## src/rtl/uart_led_driver.sv

```systemverilog
// uart_led_driver
// Turns the 3-bit PIO LED register into LED pin drive for the EP2C5 board.
// A short software write to the register would light an LED too briefly to
// see, so each request is pulse-stretched to a minimum lit time. The lit
// LEDs are then dimmed by a shared PWM brightness. Lamp test forces every
// LED fully on without touching the stretch or PWM state.
//
// Ports
//   clk         system clock (single domain, shared with the PIO register)
//   reset       asynchronous, active-high reset
//   led_req     LED request bits from the PIO out_port
//   brightness  global duty: 0 = off, all-ones = always on
//   lamp_test   1 forces all LEDs on at the pins
//   led_out     registered pin drive, polarity set by ACTIVE_LOW
//   lit         logical on state per LED before PWM (status readback)
module uart_led_driver #(
  parameter int PWM_BITS       = 8,
  parameter int STRETCH_CYCLES = 5000000,
  parameter bit ACTIVE_LOW     = 1'b1
) (
  input  logic                clk,
  input  logic                reset,
  input  logic [2:0]          led_req,
  input  logic [PWM_BITS-1:0] brightness,
  input  logic                lamp_test,
  output logic [2:0]          led_out,
  output logic [2:0]          lit
);

  // A zero stretch still needs a 1-bit counter so the vectors stay legal;
  // it is only ever loaded with 0, so lit collapses to req_q.
  localparam int CNT_W = (STRETCH_CYCLES > 0) ? $clog2(STRETCH_CYCLES + 1) : 1;
  localparam logic [CNT_W-1:0]    STRETCH_LOAD = CNT_W'(STRETCH_CYCLES);
  // The PWM counter stops one short of all-ones so that a brightness of
  // all-ones is strictly greater than every count, giving 100 % duty.
  localparam logic [PWM_BITS-1:0] PWM_LAST = {{(PWM_BITS-1){1'b1}}, 1'b0};
  localparam logic [2:0]          LED_OFF  = ACTIVE_LOW ? 3'b111 : 3'b000;

  logic [2:0]                 req_q;
  logic [2:0][CNT_W-1:0]      cnt_q, cnt_d;
  logic [PWM_BITS-1:0]        pwm_cnt_q, pwm_cnt_d;
  logic [2:0]                 led_out_q, led_out_d;
  logic [2:0]                 rise;
  logic                       pwm_on;
  logic [2:0]                 on;

  // Edge detect and stretch counters. A rising request always reloads the
  // full stretch, even mid-count, so a retrigger extends the lit time; a
  // falling request leaves the counter running down on its own.
  always_comb begin
    rise  = led_req & ~req_q;
    cnt_d = cnt_q;
    for (int i = 0; i < 3; i++) begin
      if (rise[i]) begin
        cnt_d[i] = STRETCH_LOAD;
      end else if (cnt_q[i] != '0) begin
        cnt_d[i] = cnt_q[i] - CNT_W'(1);
      end
    end
  end

  // An LED is logically on while its request is held or its stretch is
  // still running; both terms come straight from registers.
  always_comb begin
    lit = '0;
    for (int i = 0; i < 3; i++) begin
      lit[i] = req_q[i] | (cnt_q[i] != '0);
    end
  end

  // Free-running PWM counter; brightness is compared live with no shadow
  // register, so a new value takes effect on the very next compare.
  always_comb begin
    pwm_cnt_d = (pwm_cnt_q == PWM_LAST) ? '0 : pwm_cnt_q + PWM_BITS'(1);
    pwm_on    = (pwm_cnt_q < brightness);
  end

  // Pin drive: lamp test wins over everything, otherwise lit gated by PWM,
  // then flipped to the board's pin polarity.
  always_comb begin
    on        = {3{lamp_test}} | (lit & {3{pwm_on}});
    led_out_d = ACTIVE_LOW ? ~on : on;
  end

  // All state is cleared asynchronously so a reset mid-stretch drops the
  // LEDs immediately and nothing resumes after release.
  always_ff @(posedge clk or posedge reset) begin
    if (reset) begin
      req_q     <= '0;
      cnt_q     <= '0;
      pwm_cnt_q <= '0;
      led_out_q <= LED_OFF;
    end else begin
      req_q     <= led_req;
      cnt_q     <= cnt_d;
      pwm_cnt_q <= pwm_cnt_d;
      led_out_q <= led_out_d;
    end
  end

  assign led_out = led_out_q;

endmodule

```

## config.mk

```make
export PLATFORM = sky130hd
export DESIGN_NAME = uart_led_driver
export DESIGN_NICKNAME = d
export VERILOG_FILES = /design/src/rtl/uart_led_driver.sv
export SDC_FILE = /design/constraint.sdc
export NUM_CORES = 1
export LEC_CHECK = 0
export CAP_MARGIN = 20
export CORE_AREA = 2 2 95 166
export CTS_CLUSTER_DIAMETER = 200
export DETAILED_ROUTE_END_ITERATION = 10
export DIE_AREA = 0 0 97 168
export PLACE_DENSITY_LB_ADDON = 0.15
export SYNTH_ARGS = -nofsm -noshare
export SYNTH_HDL_FRONTEND = slang
export SYNTH_SLANG_ARGS = --single-unit
```

## constraint.sdc

```tcl
create_clock -name clk -period 4.65 [get_ports clk]
set_input_delay 0.93 -clock clk [delete_from_list [all_inputs] [get_ports clk]]
set_output_delay 0.93 -clock clk [all_outputs]
set_load 0.05 [all_outputs]
```

Word-level counts from Yosys, hierarchy flattened:

Index checks and enable logic that the tools add are counted.

* register bits after elaboration: 83
* bits of input ports: 14
* output and inout bits: 6
* word-level logic and storage cells: 33

* $add $sub $neg: 4
* magnitude comparators: 1
* eq/ne operators: 1
* mux-type cells: 7
* bitwise logic cells: 8
* reductions and logical operators: 6

Operator list (count)
* 23-bit two-way mux: 6
* 23-bit nonzero test: 3
* 23-bit by 1-bit subtractor with 23-bit output, second input constant: 3
* 8-bit by 1-bit adder with 8-bit output, second input constant: 1
* 8-bit == test, second input constant: 1
* 8-bit less-than comparator: 1
* 8-bit two-way mux: 1
* 3-bit AND: 2
* 3-bit inverter: 2
* 2-bit nonzero test: 3
* 1-bit bitwise OR: 3
* 3-bit bitwise OR: 1

Logic depth before layout (Yosys ltp):

Gate-level depths: netlist of the first run.

* word-level depth: 5
* depth in mapped cells: 8
* mapped depth without buffers: 7

Least setup slack after synthesis of the first run:

Ideal clock, no wire load.

* path type: reg2out
* from: register cnt_q[38] in the netlist's numbering
* to: output port lit[1]
* data arrival time: 2.148 ns
* data required time: 3.720 ns
* path slack: 1.572 ns
* stages on the path, launching flop included: 6
* path buffers: 2
* cell sequence: dfrtp_1 -> or4_1 -> buf_2 -> or4_4 -> buf_6 -> or3_1

* longest elaborated chain between the ends: 2

Ends and longest elaborated chain
* start: declaration: line 40 `logic [2:0][CNT_W-1:0] cnt_q, cnt_d;`
* start signal: assignment: line 95 `cnt_q <= cnt_d;`
* 23-bit nonzero test: line 67 `lit[i] = req_q[i] | (cnt_q[i] != '0);`
* 1-bit bitwise OR: line 67
* end: declaration: line 27 `output logic [2:0] lit`

No other way between the ends.

Final worst setup path of the first run:

* from: register cnt_q[49] in the netlist's numbering
* to: output port lit[2]

The elaborated chain is that of the path after synthesis.

==> impl_metrics.ini, run 1 <==
[floorplanning]
core-area_sq_um = 15100
chipWidth_microns = 97
die_area_sq_um = 16300
die_h_microns = 168
io_pins = 20
std_cell_rows = 60
initial_utilization_pct = 29.2

[clock_tree]
cts_root_buf = sky130_fd_sc_hd__clkbuf_16
clkSinkCount = 83
cts_buffer_depth = 2
post-cts-setup-buffer-count = 0
clk-insertion-delay-late_ns = 0.33
holdBufCountCts = 0
number_of_buffers_created_by_cts = 9
h-tree-depth = 3
cts_tree = built
cts.repair.resized = 0
cts.clk_slew.worst_paths_ns = 0.06

[route]
route.detailed.wl_per_inst_microns = 15.3
route.antenna.remaining_nets = 0
post_drt_via_cell_ratio = 5.13
dr_total_vias = 3454
drt_iter0_markers = 188
drc_errors_left = 0
drt_wl_total_microns = 10300
drtPass1Iterations = 4

[sta]
finalClockSkew_ns = 0.00887
final.period_utilization_pct = 85.9
unrepaired_setup_endpoints_after_global_routing = no
relSlewSlack_pct = 37.3
holdWs_ns = 0.497
final-max-slew-violation-count = 0
maxClockFrequency_ghz = 0.250
finalSetupViolCount = 0
tightest_slew_ns = 0.932
report.final.hold_viol_count = 0
period_minus_slack_ns = 4.00
timing.setup.tns_ns = 0

[global_routing]
vias_in_the_first_global_route = 3532
antenna_found_initial = 0
gr-usage-all-layers_pct = 13.2
grt_start_max_net_pins = 48
grt_first_pass_wirelength_microns = 17500
grt.overflow.total = 0

[placement]
gpl.final_weighted_congestion = 0.758
portbufs = 19
place.detailed.hpwl_microns = 7420

[power_and_ir_drop]
leakagePower_uw = 0.00193
vdd_ir_drop_max_mv = 0.158
power-per-cell-area_nw_per_um2 = 388

[synth]
synthesis.area_sq_um = 4410
ys.flop_type = sky130_fd_sc_hd__dfrtp_1
synthCells = 461
synth_area_leaders = sky130_fd_sc_hd__dfrtp_1, sky130_fd_sc_hd__xnor2_1, sky130_fd_sc_hd__nor2_1
synthesis.area_per_instance_sq_um = 9.57
synth_top_cell_area_share_pct = 45.4
ys_ff_latch = 83
synth_cell_type_count = 50
synth_top_cell_by_area = sky130_fd_sc_hd__dfrtp_1
synth_async_sr_flop_share_pct = 100
synth_edf_count = 0
synth_nets = 487
ys.warnings.count = 0
synth_sequential_area_ratio_pct = 47.2

[cells_and_area]
n_antenna_cell = 0
layout.nets = 508
nFillCells = 1547
layout-drive-gt1-share_pct = 8.83
synthToLayoutAreaGrowth_pct = 16.1

[setup_path]
crit_path_end_kind = output pin
worst_path_max_delay_cell = sky130_fd_sc_hd__clkdlybuf4s50_1
crit_path_max_fanout = 12
crit_arrival_ns = 3.07
worstPathRequired_ns = 3.72
slowest_stage_delay_on_critical_path_ns = 0.72
critPathLaunchType = flip-flop
cp_cell_sequence = nor4_2, and4b_1, and2_0, nand2b_1, clkdlybuf4s50_1
critPathKind = reg2out

[worst_hold_path]
worst_hold_class = reg2reg

[run]
drv_cap = 0

[run_status]
status = finished clean
per-stage QoR:
stage	total power (uW)	setup slack (ns)	instances	util (%)	area [sq um]
3_3_place_gp	1280	1.00	656	32.0	4820
6_report	1990	0.655	673	34.0	5120
4_1_cts	2020	0.619	672	33.9	5120
5_1_grt	2110	0.402	673	34.0	5120
3_5_place_dp	1290	0.989	656	32.0	4820
2_1_floorplan	1180	1.57	461	-	4410
power by group:
group	internal [uW]	total, uW	switching [uW]	leakage [uW]
logic	159	349	189	0.000805
registers	812	920	108	0.000981
clock network	418	717	300	0.000143
sequential cells by signal (all words and copies together) (netlist names):
signal	cells
cnt_q	69
pwm_cnt_q	8
led_out	3
req_q	3
worst max-delay path, delay by kind of cell (launching register included):
family | cells | cell delay [ns]
and+or+nand+nor | 4 | 1.58
buffers and inverters | 1 | 0.72
DFF | 1 | 0.43
placed cells by master, fill, tap and decap left out, drive strengths merged, types with 11 or more instances in the layout:
cell | netlist | layout
a21oi | 25 | 25
or3 | 11 | 11
dfrtp | 80 | 80
inv | 17 | 17
nor4 | 14 | 14
clkdlybuf4s50 | 0 | 19
nand2 | 33 | 33
ha | 12 | 12
xor2 | 13 | 13
nor3 | 18 | 18
nand3 | 12 | 12
nor2 | 61 | 61
o21ai | 16 | 16
xnor2 | 34 | 34
kinds of logic (layout without fill, tap and decap cells):
logic type                 count (synthesis)  after routing  share of synthesized area (%)
AOI/OAI and AO/OA                         82             82                           12.5
and+or+nand+nor                          201            201                           24.3
xor gates and xnor gates                  47             47                           9.33
buffers and inverters                     36             62                           3.29
DFF                                       83             83                           47.2
adders and majority gates                 12             12                           3.40
area by class of cell:
class / instances / area (sq um) / share of cell area [%]
Multi-Input combinational cell: 342 / 2190 / 42.7
Sequential cell: 83 / 2080 / 40.6
Timing Repair Buffer: 29 / 265 / 5.18
Tap cell: 186 / 233 / 4.54
Clock buffer: 10 / 229 / 4.47
Clock inverter: 6 / 65.1 / 1.27
Inverter: 17 / 65.1 / 1.27
worst paths after layout:
path | startpoint | end | slack (ns) | cells after the start
setup / recovery | cnt_q[49] | lit[2] | 0.65 | 5
hold / removal | cnt_q[34] | cnt_q[34] | 0.50 | 2
setup reg to reg | cnt_q[38] | cnt_q[40] | 2.15 | 5
hold reg to reg | cnt_q[34] | cnt_q[34] | 0.50 | 2
max in group asynchronous | reset | led_out[2] | 2.73 | 3
min in group asynchronous | reset | cnt_q[37] | 1.07 | 2
cell usage after synthesis, types with 12 or more instances:
cell type and count:
sky130_fd_sc_hd__xnor2_1 34, sky130_fd_sc_hd__inv_1 17, sky130_fd_sc_hd__nor3_1 18, sky130_fd_sc_hd__nand2_1 33, sky130_fd_sc_hd__nor2_1 61, sky130_fd_sc_hd__o21ai_0 15, sky130_fd_sc_hd__nand3_1 12, sky130_fd_sc_hd__dfrtp_1 80
sky130_fd_sc_hd__ha_1 12, sky130_fd_sc_hd__a21oi_1 25, sky130_fd_sc_hd__xor2_1 13
metal layers:
metal  track usage, %  vias to the layer above  routed length (microns)
met5                0                        -                        0
met4             5.08                        0                      222
met3             2.16                       16                      240
met2             24.6                       55                     5580
met1             14.9                     1695                     4220
li1                 -                     1688                        -
Note: power is estimated with default switching activity, not from simulation.
==> run 2, diff against run 1 <==
--- a/config.mk
+++ b/config.mk
@@ -11,6 +11,7 @@
 export DETAILED_ROUTE_END_ITERATION = 10
 export DIE_AREA = 0 0 97 168
 export PLACE_DENSITY_LB_ADDON = 0.15
+export RECOVER_POWER = 100
 export SYNTH_ARGS = -nofsm -noshare
 export SYNTH_HDL_FRONTEND = slang
 export SYNTH_SLANG_ARGS = --single-unit
==> run 2 against run 1 <==
Compared with the run above: the flow now finishes with violations (max-capacitance violations, max-slew violations); worst setup slack lost 0.16 ns; critical path depth grew 3; sequential power is essentially flat; maximum frequency shrank 3.9%; register-to-register slack lost 0.38 ns; design area shrank 1.1%; wire length grew 0.23%; global-route usage is the same; cell count is the same; die area is the same; clock power grew 0.6%; largest power group unchanged; highest routed layer unchanged.
==> impl_metrics.ini, run 2 (synthesis results as in run 1) <==
[route]
drt_wl_total_microns = 10300
route.antenna.remaining_nets = 0
post_drt_via_cell_ratio = 5.09
route.detailed.wl_per_inst_microns = 15.3
dr_total_vias = 3425
drtPass1Iterations = 4
drc_errors_left = 0
drt_iter0_markers = 170

[clock_tree]
cts_buffer_depth = 2
clk-insertion-delay-late_ns = 0.33
holdBufCountCts = 0
post-cts-setup-buffer-count = 0
cts.repair.resized = 0
clkSinkCount = 83
cts_tree = built
number_of_buffers_created_by_cts = 9
cts_root_buf = sky130_fd_sc_hd__clkbuf_16
cts.clk_slew.worst_paths_ns = 0.07
h-tree-depth = 3

[sta]
holdWs_ns = 0.498
timing.setup.tns_ns = 0
final-max-slew-violation-count = 48
unrepaired_setup_endpoints_after_global_routing = no
relSlewSlack_pct = -45.1
finalSetupViolCount = 0
finalClockSkew_ns = 0.00798
maxClockFrequency_ghz = 0.241
final.period_utilization_pct = 89.4
report.final.hold_viol_count = 0
period_minus_slack_ns = 4.16
tightest_slew_ns = 2.16

[worst_hold_path]
worstHoldStart = cnt_q[34]
worst_hold_class = reg2reg
holdPathEnd = cnt_q[34]
worstHoldPathCells = 2

[setup_path]
critPathLaunchType = flip-flop
crit_arrival_ns = 3.23
worstRegToRegCells = 5
worstPathRequired_ns = 3.72
worst_r2r_endpoint = cnt_q[40]
critPathKind = reg2out
r2r_start = cnt_q[38]
crit_path_end_kind = output pin
crit_path_max_fanout = 14
critical_path.startpoint = cnt_q[23]
regToRegSetupSlack_ns = 1.77

[power_and_ir_drop]
p_seq_share_pct = 46.4
comb_power_share_pct = 17.1
net-switching-power_uw = 598
leakagePower_uw = 0.00190
p_int_uw = 1380
vdd_ir_drop_max_mv = 0.158
netSwitchingFraction_pct = 30.2
clock_power_share_pct = 36.5
power-per-cell-area_nw_per_um2 = 390

[cells_and_area]
mostFrequentLayoutCell = sky130_fd_sc_hd__dfrtp_1
synthToLayoutAreaGrowth_pct = 14.9
nFillCells = 1555
layout.cells.most_common_list = sky130_fd_sc_hd__dfrtp_1, sky130_fd_sc_hd__nor2_1, sky130_fd_sc_hd__xnor2_1
number_of_flip_flops_under_the_largest_register_name = 69
layout-drive-gt1-share_pct = 6.57
registers.top_by_ff_count = cnt_q
n_antenna_cell = 0
layout.nets = 508
layout_top_registers = cnt_q (69), pwm_cnt_q (8)

[global_routing]
grt.overflow.total = 0
gr-usage-all-layers_pct = 13.2
grt_first_pass_wirelength_microns = 17500
grt_start_max_net_pins = 48
vias_in_the_first_global_route = 3532
antenna_found_initial = 0

[floorplanning]
die_area_sq_um = 16300
initial_utilization_pct = 29.2
io_pins = 20
chipWidth_microns = 97
die_h_microns = 168
core-area_sq_um = 15100
std_cell_rows = 60

[placement]
place.detailed.hpwl_microns = 7420
portbufs = 19
gpl.final_weighted_congestion = 0.758

[run]
drv_cap = 1

[run_status]
violations = max-capacitance violations, max-slew violations
status = complete, but fails checks
## run 2: changes by cell type in the layout (fill, tap and decap cells not counted), moves of 6 or more
cell                              delta
sky130_fd_sc_hd__buf_4               -6
sky130_fd_sc_hd__clkbuf_1            +6
sky130_fd_sc_hd__clkdlybuf4s50_1    -11
sky130_fd_sc_hd__dlygate4sd3_1      +11
## run 2: how the worst max path moves through the flow
stage	to	slack, ns
global placement	lit[2]	1.00
CTS	lit[2]	0.62
detailed placement	lit[2]	0.99
floorplan	lit[1]	1.57
finish	lit[1]	0.49
global route	lit[1]	0.29
## run 2: cell type report
cell class	count	area, sq um	share of cell area, %
inverter	17	65.1	1.28
tap	186	233	4.59
clock buffer	10	229	4.52
multi-input combinational	342	2150	42.5
sequential	83	2080	41.1
clock inverter	6	65.1	1.28
timing repair buffer	29	243	4.79
## run 2: stage by stage
| stage | std cells | power, uW | area [sq um] | utilization [%] | worst slack (ns) |
|---|---|---|---|---|---|
| final | 673 | 1980 | 5070 | 33.6 | 0.493 |
| after detailed placement | 656 | 1290 | 4820 | 32.0 | 0.989 |
| after global routing | 673 | 2100 | 5070 | 33.6 | 0.287 |
| after global placement | 656 | 1280 | 4820 | 32.0 | 1.00 |
| after floorplan | 461 | 1180 | 4410 | - | 1.57 |
| after CTS | 672 | 2020 | 5120 | 33.9 | 0.619 |
## run 2: per-layer routing
metal  vias to the layer above  GRT usage, %  share of wire, %
met3                        16          2.16               2.3
li1                       1690             -                 -
met2                        40          24.6                54
met4                         0          5.08               2.1
met5                         -             0                 0
met1                      1679          14.9                42
## run 2: worst max-delay path, cell delays in order, from the launching register on
cell and delay (ns):
sky130_fd_sc_hd__dfrtp_1 0.41, sky130_fd_sc_hd__inv_1 0.10, sky130_fd_sc_hd__ha_1 0.17, sky130_fd_sc_hd__nor3b_1 0.17, sky130_fd_sc_hd__clkbuf_1 0.38, sky130_fd_sc_hd__nand4_1 0.14, sky130_fd_sc_hd__clkbuf_1 0.33, sky130_fd_sc_hd__or3_1 0.41
sky130_fd_sc_hd__dlygate4sd3_1 0.78
## run 2: power by group through the flow
stage	clock network, uW	registers [uW]	logic, uW
finish	721	919	338
global placement	0	929	348
detailed placement	0	932	354
floorplan	0	900	281
CTS	748	920	357
global route	776	935	388
